<file path="src/rtl/writeback_arbiter.sv">
// writeback_arbiter
//   Producer side of the register-file write port. Each cycle it picks one of
//   three write sources, in this order: the single-cycle ALU path, the head of a
//   small pending FIFO, or a slow-path (load/mul) transfer that bypasses the
//   empty FIFO. Slow results that lose to the ALU are queued. The result is
//   registered onto one write port. Writes to register 0 are suppressed.
//   When the ALU writes a register that still has older queued slow results,
//   those entries are squashed. A squashed entry is popped without a write.
//   busy_a/busy_b tell decode that a read index has a write still in flight.
//
// Ports
//   clk, rst                  clock (rising edge), asynchronous active-low reset
//   alu_valid/alu_reg/alu_data ALU result; no backpressure
//   slow_valid/slow_ready     slow-path handshake; transfer = valid & ready
//   slow_reg/slow_data        slow-path destination and result
//   a_reg, b_reg              decode read indices
//   busy_a, busy_b            read index has an undelivered write pending
//   write_back_en/_reg/write_back  registered register-file write port
module writeback_arbiter #(
    parameter int DEPTH = 4,
    parameter int DW    = 32,
    parameter int AW    = 5
) (
    input  logic          clk,
    input  logic          rst,
    input  logic          alu_valid,
    input  logic [AW-1:0] alu_reg,
    input  logic [DW-1:0] alu_data,
    input  logic          slow_valid,
    output logic          slow_ready,
    input  logic [AW-1:0] slow_reg,
    input  logic [DW-1:0] slow_data,
    input  logic [AW-1:0] a_reg,
    input  logic [AW-1:0] b_reg,
    output logic          busy_a,
    output logic          busy_b,
    output logic          write_back_en,
    output logic [AW-1:0] write_back_reg,
    output logic [DW-1:0] write_back
);

    localparam int PW = $clog2(DEPTH);
    localparam logic [PW:0] DEPTH_P = (PW+1)'(DEPTH);

    // FIFO storage and pointers (one extra pointer bit separates full from empty)
    logic [AW-1:0] fifo_reg_q  [DEPTH];
    logic [AW-1:0] fifo_reg_d  [DEPTH];
    logic [DW-1:0] fifo_data_q [DEPTH];
    logic [DW-1:0] fifo_data_d [DEPTH];
    logic          fifo_sq_q   [DEPTH];
    logic          fifo_sq_d   [DEPTH];
    logic [PW:0]   rd_ptr_q, rd_ptr_d;
    logic [PW:0]   wr_ptr_q, wr_ptr_d;

    // Output stage
    logic          wb_en_q, wb_en_d;
    logic [AW-1:0] wb_reg_q, wb_reg_d;
    logic [DW-1:0] wb_data_q, wb_data_d;

    // Selection results
    logic          sel_valid_s;
    logic          sel_sq_s;
    logic [AW-1:0] sel_reg_s;
    logic [DW-1:0] sel_data_s;
    logic          push_s;
    logic          push_sq_s;

    logic [PW:0]   count_s;
    logic          full_s;
    logic          empty_s;
    logic          slow_xfer_s;
    logic [PW-1:0] rd_idx_s;
    logic [PW-1:0] wr_idx_s;
    logic          slot_live_s [DEPTH];

    assign count_s     = wr_ptr_q - rd_ptr_q;
    assign full_s      = (count_s == DEPTH_P);
    assign empty_s     = (wr_ptr_q == rd_ptr_q);
    assign slow_ready  = ~full_s;
    assign slow_xfer_s = slow_valid & ~full_s;
    assign rd_idx_s    = rd_ptr_q[PW-1:0];
    assign wr_idx_s    = wr_ptr_q[PW-1:0];

    // A slot is live when it lies within the occupied window and is not squashed
    always_comb begin
        for (int i = 0; i < DEPTH; i++) begin
            logic [PW-1:0] offset;
            offset = PW'(i) - rd_idx_s;
            if (({1'b0, offset} < count_s) && !fifo_sq_q[i]) begin
                slot_live_s[i] = 1'b1;
            end else begin
                slot_live_s[i] = 1'b0;
            end
        end
    end

    // Source selection, FIFO push/pop and WAW squash marking
    always_comb begin
        fifo_reg_d  = fifo_reg_q;
        fifo_data_d = fifo_data_q;
        fifo_sq_d   = fifo_sq_q;
        rd_ptr_d    = rd_ptr_q;
        wr_ptr_d    = wr_ptr_q;
        sel_valid_s = 1'b0;
        sel_sq_s    = 1'b0;
        sel_reg_s   = '0;
        sel_data_s  = '0;
        push_s      = 1'b0;
        push_sq_s   = 1'b0;

        if (alu_valid) begin
            sel_valid_s = 1'b1;
            sel_reg_s   = alu_reg;
            sel_data_s  = alu_data;
            push_s      = slow_xfer_s;
            // A same-cycle slow result to the same register is older than the ALU one
            push_sq_s   = (alu_reg != '0) && (slow_reg == alu_reg);
            for (int i = 0; i < DEPTH; i++) begin
                if ((alu_reg != '0) && (fifo_reg_q[i] == alu_reg)) begin
                    fifo_sq_d[i] = 1'b1;
                end else begin
                    fifo_sq_d[i] = fifo_sq_q[i];
                end
            end
        end else if (!empty_s) begin
            sel_valid_s = 1'b1;
            sel_reg_s   = fifo_reg_q[rd_idx_s];
            sel_data_s  = fifo_data_q[rd_idx_s];
            sel_sq_s    = fifo_sq_q[rd_idx_s];
            rd_ptr_d    = rd_ptr_q + 1'b1;
            push_s      = slow_xfer_s;
        end else if (slow_xfer_s) begin
            sel_valid_s = 1'b1;
            sel_reg_s   = slow_reg;
            sel_data_s  = slow_data;
        end else begin
            sel_valid_s = 1'b0;
        end

        if (push_s) begin
            fifo_reg_d[wr_idx_s]  = slow_reg;
            fifo_data_d[wr_idx_s] = slow_data;
            fifo_sq_d[wr_idx_s]   = push_sq_s;
            wr_ptr_d              = wr_ptr_q + 1'b1;
        end else begin
            wr_ptr_d = wr_ptr_q;
        end
    end

    // Output stage next value; suppressed writes keep the previous index/data
    always_comb begin
        if (sel_valid_s && !sel_sq_s && (sel_reg_s != '0)) begin
            wb_en_d   = 1'b1;
            wb_reg_d  = sel_reg_s;
            wb_data_d = sel_data_s;
        end else begin
            wb_en_d   = 1'b0;
            wb_reg_d  = wb_reg_q;
            wb_data_d = wb_data_q;
        end
    end

    // State registers
    always_ff @(posedge clk or negedge rst) begin
        if (!rst) begin
            rd_ptr_q  <= '0;
            wr_ptr_q  <= '0;
            wb_en_q   <= 1'b0;
            wb_reg_q  <= '0;
            wb_data_q <= '0;
            for (int i = 0; i < DEPTH; i++) begin
                fifo_reg_q[i]  <= '0;
                fifo_data_q[i] <= '0;
                fifo_sq_q[i]   <= 1'b0;
            end
        end else begin
            rd_ptr_q  <= rd_ptr_d;
            wr_ptr_q  <= wr_ptr_d;
            wb_en_q   <= wb_en_d;
            wb_reg_q  <= wb_reg_d;
            wb_data_q <= wb_data_d;
            for (int i = 0; i < DEPTH; i++) begin
                fifo_reg_q[i]  <= fifo_reg_d[i];
                fifo_data_q[i] <= fifo_data_d[i];
                fifo_sq_q[i]   <= fifo_sq_d[i];
            end
        end
    end

    // Pending-write hazard flags for the two decode read ports
    always_comb begin
        busy_a = 1'b0;
        busy_b = 1'b0;
        if (wb_en_q && (a_reg != '0) && (wb_reg_q == a_reg)) begin
            busy_a = 1'b1;
        end else begin
            busy_a = 1'b0;
        end
        if (wb_en_q && (b_reg != '0) && (wb_reg_q == b_reg)) begin
            busy_b = 1'b1;
        end else begin
            busy_b = 1'b0;
        end
        for (int i = 0; i < DEPTH; i++) begin
            if (slot_live_s[i] && (a_reg != '0) && (fifo_reg_q[i] == a_reg)) begin
                busy_a = 1'b1;
            end else begin
                busy_a = busy_a;
            end
            if (slot_live_s[i] && (b_reg != '0) && (fifo_reg_q[i] == b_reg)) begin
                busy_b = 1'b1;
            end else begin
                busy_b = busy_b;
            end
        end
    end

    assign write_back_en  = wb_en_q;
    assign write_back_reg = wb_reg_q;
    assign write_back     = wb_data_q;

endmodule

</file>
<file path="config.mk">
export PLATFORM = sky130hd
export DESIGN_NAME = writeback_arbiter
export DESIGN_NICKNAME = d
export VERILOG_FILES = /design/src/rtl/writeback_arbiter.sv
export SDC_FILE = /design/constraint.sdc
export NUM_CORES = 1
export LEC_CHECK = 0
export ABC_CLOCK_PERIOD_IN_PS = 5050
export BUFFER_PORTS_ARGS = -buffer_cell sky130_fd_sc_hd__buf_2
export CAP_MARGIN = 5
export CELL_PAD_IN_SITES_DETAIL_PLACEMENT = 0
export CELL_PAD_IN_SITES_GLOBAL_PLACEMENT = 1
export CORE_ASPECT_RATIO = 0.6
export CORE_UTILIZATION = 35
export CTS_CLUSTER_DIAMETER = 150
export DETAILED_ROUTE_END_ITERATION = 7
export PLACE_DENSITY_LB_ADDON = 0.08
export SYNTH_ARGS = -nofsm -noshare
export SYNTH_HDL_FRONTEND = slang
export SYNTH_SLANG_ARGS = --single-unit
export TNS_END_PERCENT = 50
</file>
<file path="constraint.sdc">
create_clock -name clk -period 5.05 [get_ports clk]
set_input_delay 1.515 -clock clk [delete_from_list [all_inputs] [get_ports clk]]
set_output_delay 1.515 -clock clk [all_outputs]
set_load 0.02 [all_outputs]
</file>
# After elaboration in Yosys (flattened, before gate mapping)
# Index checks and enable logic that the tools add are counted.
# Widths: inputs -> output; s select.
[word_totals] input_bits=88 out_inout_bits=41 memories=0 latchBits=0 regBits=196 rom_bits=0 ram_bits=0
[classes] add_sub_neg=7 muxes=53 bitwise=6 mul=0 order_cmp=7 n_div=0 shifts=0 eq_ne=17 reduce_logical=42
[op_table] op="$mux 32" n=6
[op_table] op="$bwmux 128" n=1
[op_table] op="$eq 5x5->1" n=15
[op_table] op="$bmux 32 s2" n=1
[op_table] op="$demux 32 s2" n=1
[op_table] op="$logic_and 1x1->1" n=32
[op_table] op="$mux 1" n=30
[op_table] op="$mux 5" n=6
[op_table] op="$bwmux 20" n=1
[op_table] op="$reduce_bool 5->1" n=4
[op_table] op="$lt 2x3->1" n=4
[op_table] op="$bmux 5 s2" n=1
[op_table] op="$demux 5 s2" n=1
[op_table] op="$mux 4" n=2
[op_table] op="$add 3x1->3 const B" n=2
[op_table] op="$ge 3x3->1 const B" n=2
[op_table] op="$not 2->3" n=2
[op_table] op="$logic_not 1->1" n=5
[op_table] op="$bwmux 4" n=1
[op_table] op="$sub 1x2->2 const A" n=2
[op_table] op="$sub 2x2->2 const A" n=2
[op_table] op="$eq 3x3->1" n=1
[op_table] op="$eq 3x3->1 const B" n=1
[op_table] op="$lt 3x1->1 const B" n=1
[op_table] op="other kinds (6)" n=8

# Logic depth before layout (Yosys ltp)
[logic_depth] word_depth=10 depth_mapped=13 ltp_nobuf=12

# Worst setup path before layout
# No wires, ideal clock.
[synth_timing] path_type="register to output" from="register rd_ptr_q[1]" to="output busy_b" arrival_ps=3292 path_slack_ps=243 n_path_buf=2 stages_incl_launch_ff=13 path_cell_list="dfrtp_1 > buf_2 > buf_1 > inv_1 > fa_1 > inv_1 > ha_1 > nor2b_1 > o21ai_0 > nand2b_1 > o41ai_1 > a41oi_1 > a21oi_1"
[synth_between] elab_chain_len=10
[synth_lines] item="start: declaration" line="52" rtl="logic [PW:0] rd_ptr_q, rd_ptr_d;"
[synth_lines] item="start signal: assignment" line="177" rtl="rd_ptr_q <= rd_ptr_d;"
[synth_lines] item="$sub 3x3->3 or $sub 1x2->2 (tied branches)" line="76, 88"
[synth_lines] item="$lt 2x3->1" line="89" rtl="if (({1'b0, offset} < count_s) && !fifo_sq_q[i]) begin"
[synth_lines] item="$logic_and 1x1->1" line="89"
[synth_lines] item="$mux 1" line="89"
[synth_lines] item="$logic_and 1x1->1 (2 in a row)" line="210" rtl="if (slot_live_s[i] && (b_reg != '0) && (fifo_reg_q[i] == b_reg)) begin"
[synth_lines] item="$mux 1 (3 in a row)" line="210"
[synth_lines] item="$mux 1 *" line="210"
[synth_lines] item="end: declaration" line="36" rtl="output logic busy_b,"
# Mark *: on every way between the ends. The rest lies on a longest branch, timed or not.

# Worst setup path after layout
[layout_timing] from="register wr_ptr_q[0]" to="output busy_b"
[layout_between] elab_chain_len=10
[layout_lines] item="start: declaration" line="53" rtl="logic [PW:0] wr_ptr_q, wr_ptr_d;"
[layout_lines] item="start signal: assignment" line="178" rtl="wr_ptr_q <= wr_ptr_d;"
[layout_lines] item="$sub 3x3->3 *" line="76" rtl="assign count_s = wr_ptr_q - rd_ptr_q;"
[layout_lines] item="$lt 2x3->1" line="89"
[layout_lines] item="$logic_and 1x1->1" line="89"
[layout_lines] item="$mux 1" line="89"
[layout_lines] item="$logic_and 1x1->1 (2 in a row)" line="210"
[layout_lines] item="$mux 1 (3 in a row)" line="210"
[layout_lines] item="$mux 1 *" line="210"
# Marks and branches as above.

==> out/metrics.cfg <==
[status]
outcome = finished clean

[critical_path]
arrival_ps = 3410
startpoint_type = flop
crit_path_end_kind = output port
criticalPathCategory = reg -> out
ff2ff_setup_slack_ps = 840
reg2reg_depth = 10
r2r-start = rd_ptr_q[0]
cp.required_ps = 3540
reg2reg_to = write_back[2]
cp-startpoint = wr_ptr_q[0]
critical_path.max_fanout = 4

[clock_tree]
numCtsBuffers = 17
clock-sinks = 196
root_buffer = clkbuf_16
clk_latency_ps = 440
clockBufferDepth = 2
clk_pin_slew_ps = 70
cts_tree = done
cts_max_level = 4

[cells_and_area]
drive_gt1_share_pct = 43.8
final_nets = 1031
fill_cells = 2733
area_growth_pct = 15.3
fin_cells = 1342
largest_reg_flops = 128
num_antenna_cells = 0

[timing]
setup_violations = 0
drv_slew = 0
fin_worst_skew_ps = 15.3
fin_hold_ws_ps = 503
period_share_pct = 97.5
finalHoldViolations = 0
fmax_mhz = 203
slew_headroom_pct = 32.3
worst_pin_slew_ps = 1020
min_period_ps = 4930

[route]
ant_nets = 0
viasPerCell = 5.29
drt-total-wl_microns = 30500
drt-pass1-iter-count = 5
drc = 0
wl_per_cell_microns = 22.8
via_count = 7093
drtIter0Drc = 550

[power_and_ir_drop]
p_int_uw = 5500
power_frac_seq_pct = 33.5
switching_share_pct = 39.3
p_total_uw = 9070
powerDensity_mw_per_mm2 = 746
comb_power_share_pct = 50.7
p_leak_uw = 0.00535
p_clk_share_pct = 15.8
p_switching_uw = 3560
ir_drop_uv = 288

[yosys]
async_flop_share_pct = 100
synth.area.top_cells = dfrtp_1, mux2_2, mux4_2
synth_top_flop_cell = dfrtp_1
syn_area_sq_mm = 0.0105
synth_edf_count = 0
ys_ff_latch = 196
synth_top_area_share_pct = 46.6
postSynthCellCount = 829
synth_cell_types = 54
ys_warn_count = 0
syn_area_per_cell_sq_um = 12.7
synth_top_area_cell = dfrtp_1
yosysSeqAreaShare_pct = 46.6
syn_nets = 930

[floorplanning]
initial_utilization_pct = 36.1
io_pins = 129
die_h_microns = 136
core_sq_mm = 0.0292
dieArea_sq_mm = 0.0308
die_w_microns = 226
num_rows = 48

[global_route]
grt_pass1_wl_microns = 46400
antenna_found_initial = 1
grt_max_degree = 115
grt_pass1_vias = 7481
track_usage_pct = 20.6
gr-total-overflow = 0

[placed_design]
gp_congestion = 0.848
io_buffer_count = 128
post-place-cells = 1310
hpwl_microns = 20700

[hold_path]
whs_path_depth = 1
min_to = fifo_data_q[32]
min-delay-start = fifo_data_q[32]
hp-class = reg -> reg

[job]
maxCapViolations = 0

-- per-stage QoR --
step           cell area (sq um)  util, %  TNS [ps]  setup WS (ps)
6_report                   12100     41.6         0            124
4_1_cts                    12100     41.5         0           33.2
2_1_floorplan              10500        -         0            243
3_5_place_dp               11500     39.4         0            437
5_1_grt                    12100     41.6     -39.4          -39.4
3_3_place_gp               11500     39.4         0            501
-- worst max-delay path by stage --
stage,endpoint,slack [ps]
after floorplan,busy_b,240
after detailed placement,busy_b,440
after global placement,busy_b,500
final,busy_b,120
after global routing,busy_b,-40
after CTS,busy_b,30
-- Yosys cell counts (2+ instances only) --
cell      instances
nor4_1            2
o221ai_1          2
mux2_4           27
buf_1             2
nor2b_1           2
and3_1           33
nor3_1           13
nor2_1            7
mux2_2          153
o21ai_0          41
nand4b_1          3
buf_6             6
nand4_1           4
xor2_1           51
a21oi_1          39
or4_1             2
clkbuf_1         34
xnor2_1          28
inv_1            12
nand2_1          53
and2_1            4
a41oi_1           5
mux4_2           37
nand3_1           4
dfrtp_1         196
o22ai_1           5
buf_2            19
nand2b_1          2
o41ai_1           4
ha_1             12
o21a_1            3
mux2i_1           2
-- power groups by stage --
stage	combinational [uW]	sequential, uW	clock [uW]
global placement	4510	2990	0
finish	4600	3040	1440
floorplan	3300	2990	0
detailed placement	4600	3060	0
CTS	4630	3030	1480
global route	4970	3130	1540
-- worst max-delay path: stages (launching register included) --
cell	delay, ps
dfrtp_1	430
inv_2	110
ha_2	190
inv_1	50
fa_2	570
inv_1	100
ha_1	300
nor2b_1	130
o21ai_1	190
nand2b_1	100
o41ai_2	390
a41oi_1	90
a21oi_1	180
buf_4	160
-- metal layers --
layer	global-route usage [%]	wire (microns)	vias up
li1	-	-	3180
met3	4.91	1750	14
met5	0	17	-
met1	31.3	15600	3719
met2	29.4	13000	178
met4	4.23	158	2
-- cell type report --
class / count / area [sq um] / area share [%]
Timing Repair Buffer: 144 / 772 / 6.35
Inverter: 13 / 48.8 / 0.402
Clock inverter: 13 / 176 / 1.45
Tap cell: 400 / 500 / 4.12
Sequential cell: 196 / 4910 / 40.4
Multi-Input combinational cell: 558 / 5300 / 43.6
Clock buffer: 18 / 439 / 3.62
-- kinds of logic after synthesis --
group,count (synthesis),synth area share [%]
compound gates,109,6.51
xor+xnor,81,6.96
fa+ha+maj,13,1.62
buf+inv,75,3.36
flops,196,46.6
mux,220,28.4
simple gates,135,6.59
-- layout by cell type, fill, tap and decap left out, types with 5 or more instances in the layout --
cell type	count
a21oi_1	39
a41oi_1	5
and3_1	33
buf_2	126
buf_4	17
clkbuf_16	17
dfrtp_1	194
ha_1	11
inv_1	11
mux2_2	153
mux2_4	27
mux4_2	37
nand2_1	53
nor2_1	6
nor3_1	13
o21ai_0	40
o22ai_1	5
xnor2_1	28
xor2_1	51
-- what timing repair did --
| action | CTS | global route |
|---|---|---|
| cloned | 0 | 0 |
| endpoints found under the setup margin | 1 | 1 |
| buffers inserted | 0 | 1 |
| gates resized for setup | 1 | 5 |
| pin swaps | 0 | 1 |
| hold buffers | 0 | 0 |
No activity file was read; power rests on OpenSTA's default activity.
